[src/rtl/key_dir_sched.sv]
// key_dir_sched: direction/step scheduler between the PS/2 key decoder and
// the game core.
//
// Consumes held-level key flags. Arbitrates simultaneous presses so the most
// recently pressed key wins. Runs the IDLE/RUN/PAUSE/OVER game-state FSM from
// Enter. Issues paced movement steps over a req/ack handshake.
//
// Ports:
//   clk, rst              clock; synchronous active-high reset
//   up/down/left/right    held-level direction key flags
//   enter                 held-level Enter flag
//   game_over             level from game core; forces OVER from RUN/PAUSE
//   step_ack              game core accepted the pending step
//   dir, dir_valid        arbitrated direction (0 up,1 down,2 left,3 right), any key held
//   step_req, step_dir    step request (held until acked) and its direction
//   step_miss             one-cycle pulse when a step coalesces into a pending request
//   state                 0 IDLE, 1 RUN, 2 PAUSE, 3 OVER
//   start_pulse           one-cycle pulse on IDLE->RUN
module key_dir_sched #(
  parameter int unsigned STEP_DIV = 10_000_000
) (
  input  logic       clk,
  input  logic       rst,
  input  logic       up,
  input  logic       down,
  input  logic       left,
  input  logic       right,
  input  logic       enter,
  input  logic       game_over,
  input  logic       step_ack,
  output logic [1:0] dir,
  output logic       dir_valid,
  output logic       step_req,
  output logic [1:0] step_dir,
  output logic       step_miss,
  output logic [1:0] state,
  output logic       start_pulse
);

  typedef enum logic [1:0] {
    StIdle  = 2'd0,
    StRun   = 2'd1,
    StPause = 2'd2,
    StOver  = 2'd3
  } state_e;

  localparam int unsigned CntW = (STEP_DIV > 1) ? $clog2(STEP_DIV) : 1;
  localparam logic [CntW-1:0] CntLast = CntW'(STEP_DIV - 1);

  // Key vector indexed by direction code, so bit i encodes dir == i and a
  // lowest-index scan gives the up > down > left > right priority.
  logic [3:0]      keys;
  logic [3:0]      key_rise;
  logic            enter_rise;
  logic [1:0]      rise_pick;
  logic [1:0]      held_pick;
  logic            run_stay;
  logic            step_evt;

  logic [3:0]      key_hist_q;
  logic            enter_hist_q;
  logic [1:0]      dir_q, dir_d;
  logic            dir_valid_q, dir_valid_d;
  logic            step_req_q, step_req_d;
  logic [1:0]      step_dir_q, step_dir_d;
  logic            step_miss_q, step_miss_d;
  state_e          state_q, state_d;
  logic            start_pulse_q, start_pulse_d;
  logic [CntW-1:0] cnt_q, cnt_d;

  // Edge detection. History resets to 0, so a key held through reset release
  // is seen as a rise on the first sampled cycle.
  always_comb begin
    keys       = {right, left, down, up};
    key_rise   = keys & ~key_hist_q;
    enter_rise = enter & ~enter_hist_q;
  end

  // Arbitration: a rise always takes over; if the current key is released,
  // fall back to the highest-priority key still held; with nothing held,
  // dir keeps its last value.
  always_comb begin
    rise_pick = 2'd0;
    held_pick = 2'd0;
    for (int i = 3; i >= 0; i--) begin
      if (key_rise[i]) rise_pick = 2'(i);
      if (keys[i])     held_pick = 2'(i);
    end

    dir_d       = dir_q;
    dir_valid_d = |keys;
    if (|key_rise) begin
      dir_d = rise_pick;
    end else if ((|keys) && !keys[dir_q]) begin
      dir_d = held_pick;
    end
  end

  // Game-state FSM. game_over outranks an Enter rise in RUN/PAUSE.
  always_comb begin
    state_d       = state_q;
    start_pulse_d = 1'b0;
    unique case (state_q)
      StIdle: begin
        if (enter_rise) begin
          state_d       = StRun;
          start_pulse_d = 1'b1;
        end
      end
      StRun: begin
        if (game_over)       state_d = StOver;
        else if (enter_rise) state_d = StPause;
      end
      StPause: begin
        if (game_over)       state_d = StOver;
        else if (enter_rise) state_d = StRun;
      end
      StOver: begin
        if (enter_rise) state_d = StIdle;
      end
      default: state_d = StIdle;
    endcase
  end

  // Step pacing. Events only while RUN persists across this edge; any state
  // change clears the counter, so PAUSE->RUN restarts counting from 0 with no
  // immediate step.
  always_comb begin
    run_stay = (state_q == StRun) && (state_d == StRun);
    step_evt = 1'b0;
    cnt_d    = '0;
    if (run_stay && dir_valid_d) begin
      if (|key_rise) begin
        step_evt = 1'b1;
      end else if (cnt_q == CntLast) begin
        step_evt = 1'b1;
      end else begin
        cnt_d = cnt_q + CntW'(1);
      end
    end
  end

  // Handshake. A new event always (re)asserts the request with the latest
  // direction; it only counts as a miss if the old one was not acked now.
  always_comb begin
    step_req_d  = step_req_q;
    step_dir_d  = step_dir_q;
    step_miss_d = 1'b0;
    if (step_evt) begin
      step_req_d  = 1'b1;
      step_dir_d  = dir_d;
      step_miss_d = step_req_q & ~step_ack;
    end else if (step_req_q && step_ack) begin
      step_req_d = 1'b0;
    end
    // A pending request outlives PAUSE/OVER but not a return to IDLE.
    if ((state_q == StOver) && (state_d == StIdle)) begin
      step_req_d  = 1'b0;
      step_miss_d = 1'b0;
    end
  end

  always_ff @(posedge clk) begin
    if (rst) begin
      key_hist_q    <= '0;
      enter_hist_q  <= 1'b0;
      dir_q         <= 2'd0;
      dir_valid_q   <= 1'b0;
      step_req_q    <= 1'b0;
      step_dir_q    <= 2'd0;
      step_miss_q   <= 1'b0;
      state_q       <= StIdle;
      start_pulse_q <= 1'b0;
      cnt_q         <= '0;
    end else begin
      key_hist_q    <= keys;
      enter_hist_q  <= enter;
      dir_q         <= dir_d;
      dir_valid_q   <= dir_valid_d;
      step_req_q    <= step_req_d;
      step_dir_q    <= step_dir_d;
      step_miss_q   <= step_miss_d;
      state_q       <= state_d;
      start_pulse_q <= start_pulse_d;
      cnt_q         <= cnt_d;
    end
  end

  assign dir         = dir_q;
  assign dir_valid   = dir_valid_q;
  assign step_req    = step_req_q;
  assign step_dir    = step_dir_q;
  assign step_miss   = step_miss_q;
  assign state       = state_q;
  assign start_pulse = start_pulse_q;

endmodule

[config.mk]
export PLATFORM = sky130hd
export DESIGN_NAME = key_dir_sched
export DESIGN_NICKNAME = d
export VERILOG_FILES = /design/src/rtl/key_dir_sched.sv
export SDC_FILE = /design/constraint.sdc
export NUM_CORES = 1
export LEC_CHECK = 0
export CORE_MARGIN = 2
export CORE_UTILIZATION = 40
export CTS_CLUSTER_DIAMETER = 80
export CTS_CLUSTER_SIZE = 30
export DETAILED_ROUTE_END_ITERATION = 12
export GPL_TIMING_DRIVEN = 0
export PLACE_DENSITY = 0.62
export REMOVE_ABC_BUFFERS = 1
export SLEW_MARGIN = 10
export SYNTH_ARGS = -nofsm -noshare
export SYNTH_HDL_FRONTEND = slang
export SYNTH_SLANG_ARGS = --single-unit
[constraint.sdc]
create_clock -name clk -period 3.24 [get_ports clk]
set_clock_uncertainty 0.15 [all_clocks]
set_input_delay 0.486 -clock clk [delete_from_list [all_inputs] [get_ports clk]]
set_output_delay 0.486 -clock clk [all_outputs]
set_load 0.02 [all_outputs]
==> results.sh <==
export IMPL_max_slew_margin_rel_pct=45.9
export IMPL_netlist_area_um2=1800
export IMPL_cpMaxStageDelayCell="or3b_1"
export IMPL_ff2ff_path_depth=5
export IMPL_power_density_cell_area_nw_per_um2=452
export IMPL_path_class="input port to register"
export IMPL_grt_overflow_total=0
export IMPL_groute_usage_overall_pct=14.8
export IMPL_crit_cells=5
export IMPL_synthesis_instances=199
export IMPL_final_nets=225
export IMPL_final_hold_viol_count=0
export IMPL_drt_first_pass_iters=4
export IMPL_shortest_period_the_worst_path_allows_ns=2.81
export IMPL_whs_path_depth=2
export IMPL_clock_tree_htree_level_count=2
export IMPL_regToRegSetupSlack_ns=0.66
export IMPL_detailedPlacementHpwl_um=2190
export IMPL_finalWorstSetupSlack_ns=0.428
export IMPL_die_h_um=71.0
export IMPL_data_arrival_time_of_the_critical_path_ns=2.88
export IMPL_max_cap_violations=0
export IMPL_cts_inserted_buffers=5
export IMPL_crit_path_max_fanout=24
export IMPL_rsz0062_at_grt="no"
export IMPL_share_of_async_settable_or_async_resettable_flops_after_synthesis_pct=0
export IMPL_critical_path_endpoint_type="register"
export IMPL_ant_nets=0
export IMPL_post_cts_setup_buffer_count=0
export IMPL_crit_start="left"
export IMPL_crit_buf_inv=1
export IMPL_routedWlPerCell_um=12.6
export IMPL_rows=24
export IMPL_starting_utilization_of_the_core_area_pct=41.3
export IMPL_report_power_total_uw=937
export IMPL_predominant_post_synthesis_flop_cell="dfxtp_1"
export IMPL_tritoncts="built"
export IMPL_postRouteWirelength_um=3380
export IMPL_syn_area_per_cell_um2=9.04
export IMPL_synth_largest_area_cell="dfxtp_1"
export IMPL_worstPathCellList="clkdlybuf4s50_1 > nor4_1 > nor4b_1 > or3b_1 > nor2_1"
export IMPL_hold_path_startpoint="step_req"
export IMPL_synth_enable_flop_cells=0
export IMPL_clock_insertion_delay_worst_skew_ns=0.29
export IMPL_worst_hold_path_endpoint="step_miss"
export IMPL_final_fill_count=410
export IMPL_post_synth_num_cell_types=38
export IMPL_p_leak_uw=0.000653
export IMPL_vias=1386
export IMPL_grt_first_pass_wirelength_um=6010
export IMPL_sequential_cell_area_um2=781
export IMPL_placeableCoreArea_um2=4350
export IMPL_die_width_um=71.0
export IMPL_cts_hold_repair_buffers=0
export IMPL_antennaDiodeCount=0
export IMPL_grt_antenna_before_repair=0
export IMPL_final_max_slew_violation_count=0
export IMPL_drive_gt1_share_pct=5.56
export IMPL_first_iter_violations=156
export IMPL_ff_latch_count_synth=39
export IMPL_crit_path_start_kind="input port"
export IMPL_ys_seq_area_share_pct=43.4
export IMPL_yosys_warnings=0
export IMPL_finalSetupTns_ns=0
export IMPL_tightestPinTransition_ns=0.812
export IMPL_post_cts_resized_instances=0
export IMPL_synth_top_cell_area_share_pct=43.4
export IMPL_area_growth_synth_to_final_pct=15.4
export IMPL_final_gp_congestion=0.787
export IMPL_min_delay_path_class="register to register"
export IMPL_first_global_vias=1383
export IMPL_rr_startpoint="cnt_q[0]"
export IMPL_setup_viol=0
export IMPL_crit_required_ns=3.31
export IMPL_dp_slack_ns=0.0786
export IMPL_multiInputGateArea_um2=930
export IMPL_power_ir_vdd_worst_mv=0.195
export IMPL_path_delay_family="simple AND/OR/NAND/NOR gates"
export IMPL_root_buffer="clkbuf_8"
export IMPL_clock_fmax_mhz=356
export IMPL_clock_sinks=39
export IMPL_worst_r2r_endpoint="cnt_q[2]"
export IMPL_outcome="completed"
export IMPL_grt_max_degree=25
export IMPL_cts_path_max_buffers=2
export IMPL_critical_path_max_stage_delay_ns=0.76
export IMPL_vias_per_cell=5.17
export IMPL_count_of_unresolved_drc_violations_after_routing=0
export IMPL_final_min_period_over_clock_period_pct=86.8
export IMPL_num_io_pins=19
export IMPL_clock_slew_at_the_register_clock_pins_of_the_worst_setup_and_hold_paths_ns=0.07
export IMPL_place_port_buffers=18
export IMPL_netlist_top_cells_area="dfxtp_1, xnor2_1, nor2_1"
export IMPL_die_area_um2=5050
==> cell usage after synthesis, drive strengths merged, types with 3 or more instances <==
cell type,instances
clkbuf,3
nor4b,3
nor2,32
and3,3
o21ai,4
nor3,8
dfxtp,39
nand4,6
a21oi,6
xnor2,14
inv,5
nand2,8
nand2b,3
xor2,8
nor2b,13
nor4,6
buf,6
nand3,11
==> power by group <==
part | switching [µW] | leakage, µW | total [µW] | internal (µW)
registers | 9.61 | 0.000317 | 499 | 489
clock network | 164 | 0.0000515 | 358 | 194
logic | 39.2 | 0.000285 | 79.6 | 40.4
total | 213 | 0.000653 | 937 | 724
==> how the worst max path moves through the flow <==
stage | to
detailed placement | cnt_q[7]
finish | cnt_q[17]
CTS | cnt_q[7]
floorplan | cnt_q[10]
global placement | cnt_q[20]
global route | cnt_q[5]
==> placed cells by master, fill, tap and decap left out, types with 2 or more instances in the layout <==
cell             synthesis  layout
a211oi_1                 2       2
a21oi_1                  6       6
a311oi_1                 2       2
and3_1                   3       3
and4_1                   2       2
clkbuf_8                 0       7
clkdlybuf4s50_1          0      18
dfxtp_1                 39      39
inv_1                    5       5
nand2_1                  8       8
nand2b_1                 3       3
nand3_1                 11      11
nand4_1                  6       6
nor2_1                  32      32
nor2b_1                 12      12
nor3_1                   8       8
nor4_1                   6       6
nor4b_1                  3       3
o211ai_1                 2       2
o21ai_0                  4       4
xnor2_1                 14      14
xor2_1                   8       8
==> per-layer routing <==
layer	global-route usage, %	up-vias	part of all wire (%)
li1	-	724	-
met1	19.4	629	50
met2	22.4	26	45
met3	5.13	7	4.5
met4	5.45	0	1.2
met5	0	-	0
==> registers in the layout (all words and copies together) (netlist names) <==
signal / flops
state: 2
start_pulse: 1
dir_valid: 1
step_dir: 2
step_miss: 1
step_req: 1
dir: 2
key_hist_q: 4
cnt_q: 24
enter_hist_q: 1
==> metrics by stage <==
stage,cell area (µm²),util (%),hold WS (ns),std cells
final,2070,47.6,0.327,268
after global routing,2070,47.6,0.377,268
after CTS,2070,47.6,0.329,268
after detailed placement,1970,45.3,0.318,260
after global placement,1970,45.3,0.321,260
after floorplan,1730,-,0.314,190
==> tightest hold or removal path, cell delays in order (launching register included) <==
cell and delay, ns:
dfxtp_1 0.31, nand2b_1 0.08, nor3_1 0.04
==> area by class of cell <==
class | instances | share of cell area, %
clock buffer | 8 | 4.83
inverter | 5 | 0.905
timing repair buffer | 18 | 8.69
multi-input combinational | 146 | 44.8
sequential | 39 | 37.6
tap | 52 | 3.14
==> logic make-up after synthesis <==
group	synth area share (%)
adder cells (fa/ha/maj)	0.696
flip-flops	43.4
AO/OA/AOI/OAI	10.4
multiplexers	1.18
AND/OR/NAND/NOR	28.7
buffers and inverters	4.87
XOR/XNOR	10.7
Note: power is estimated with default switching activity, not from simulation.
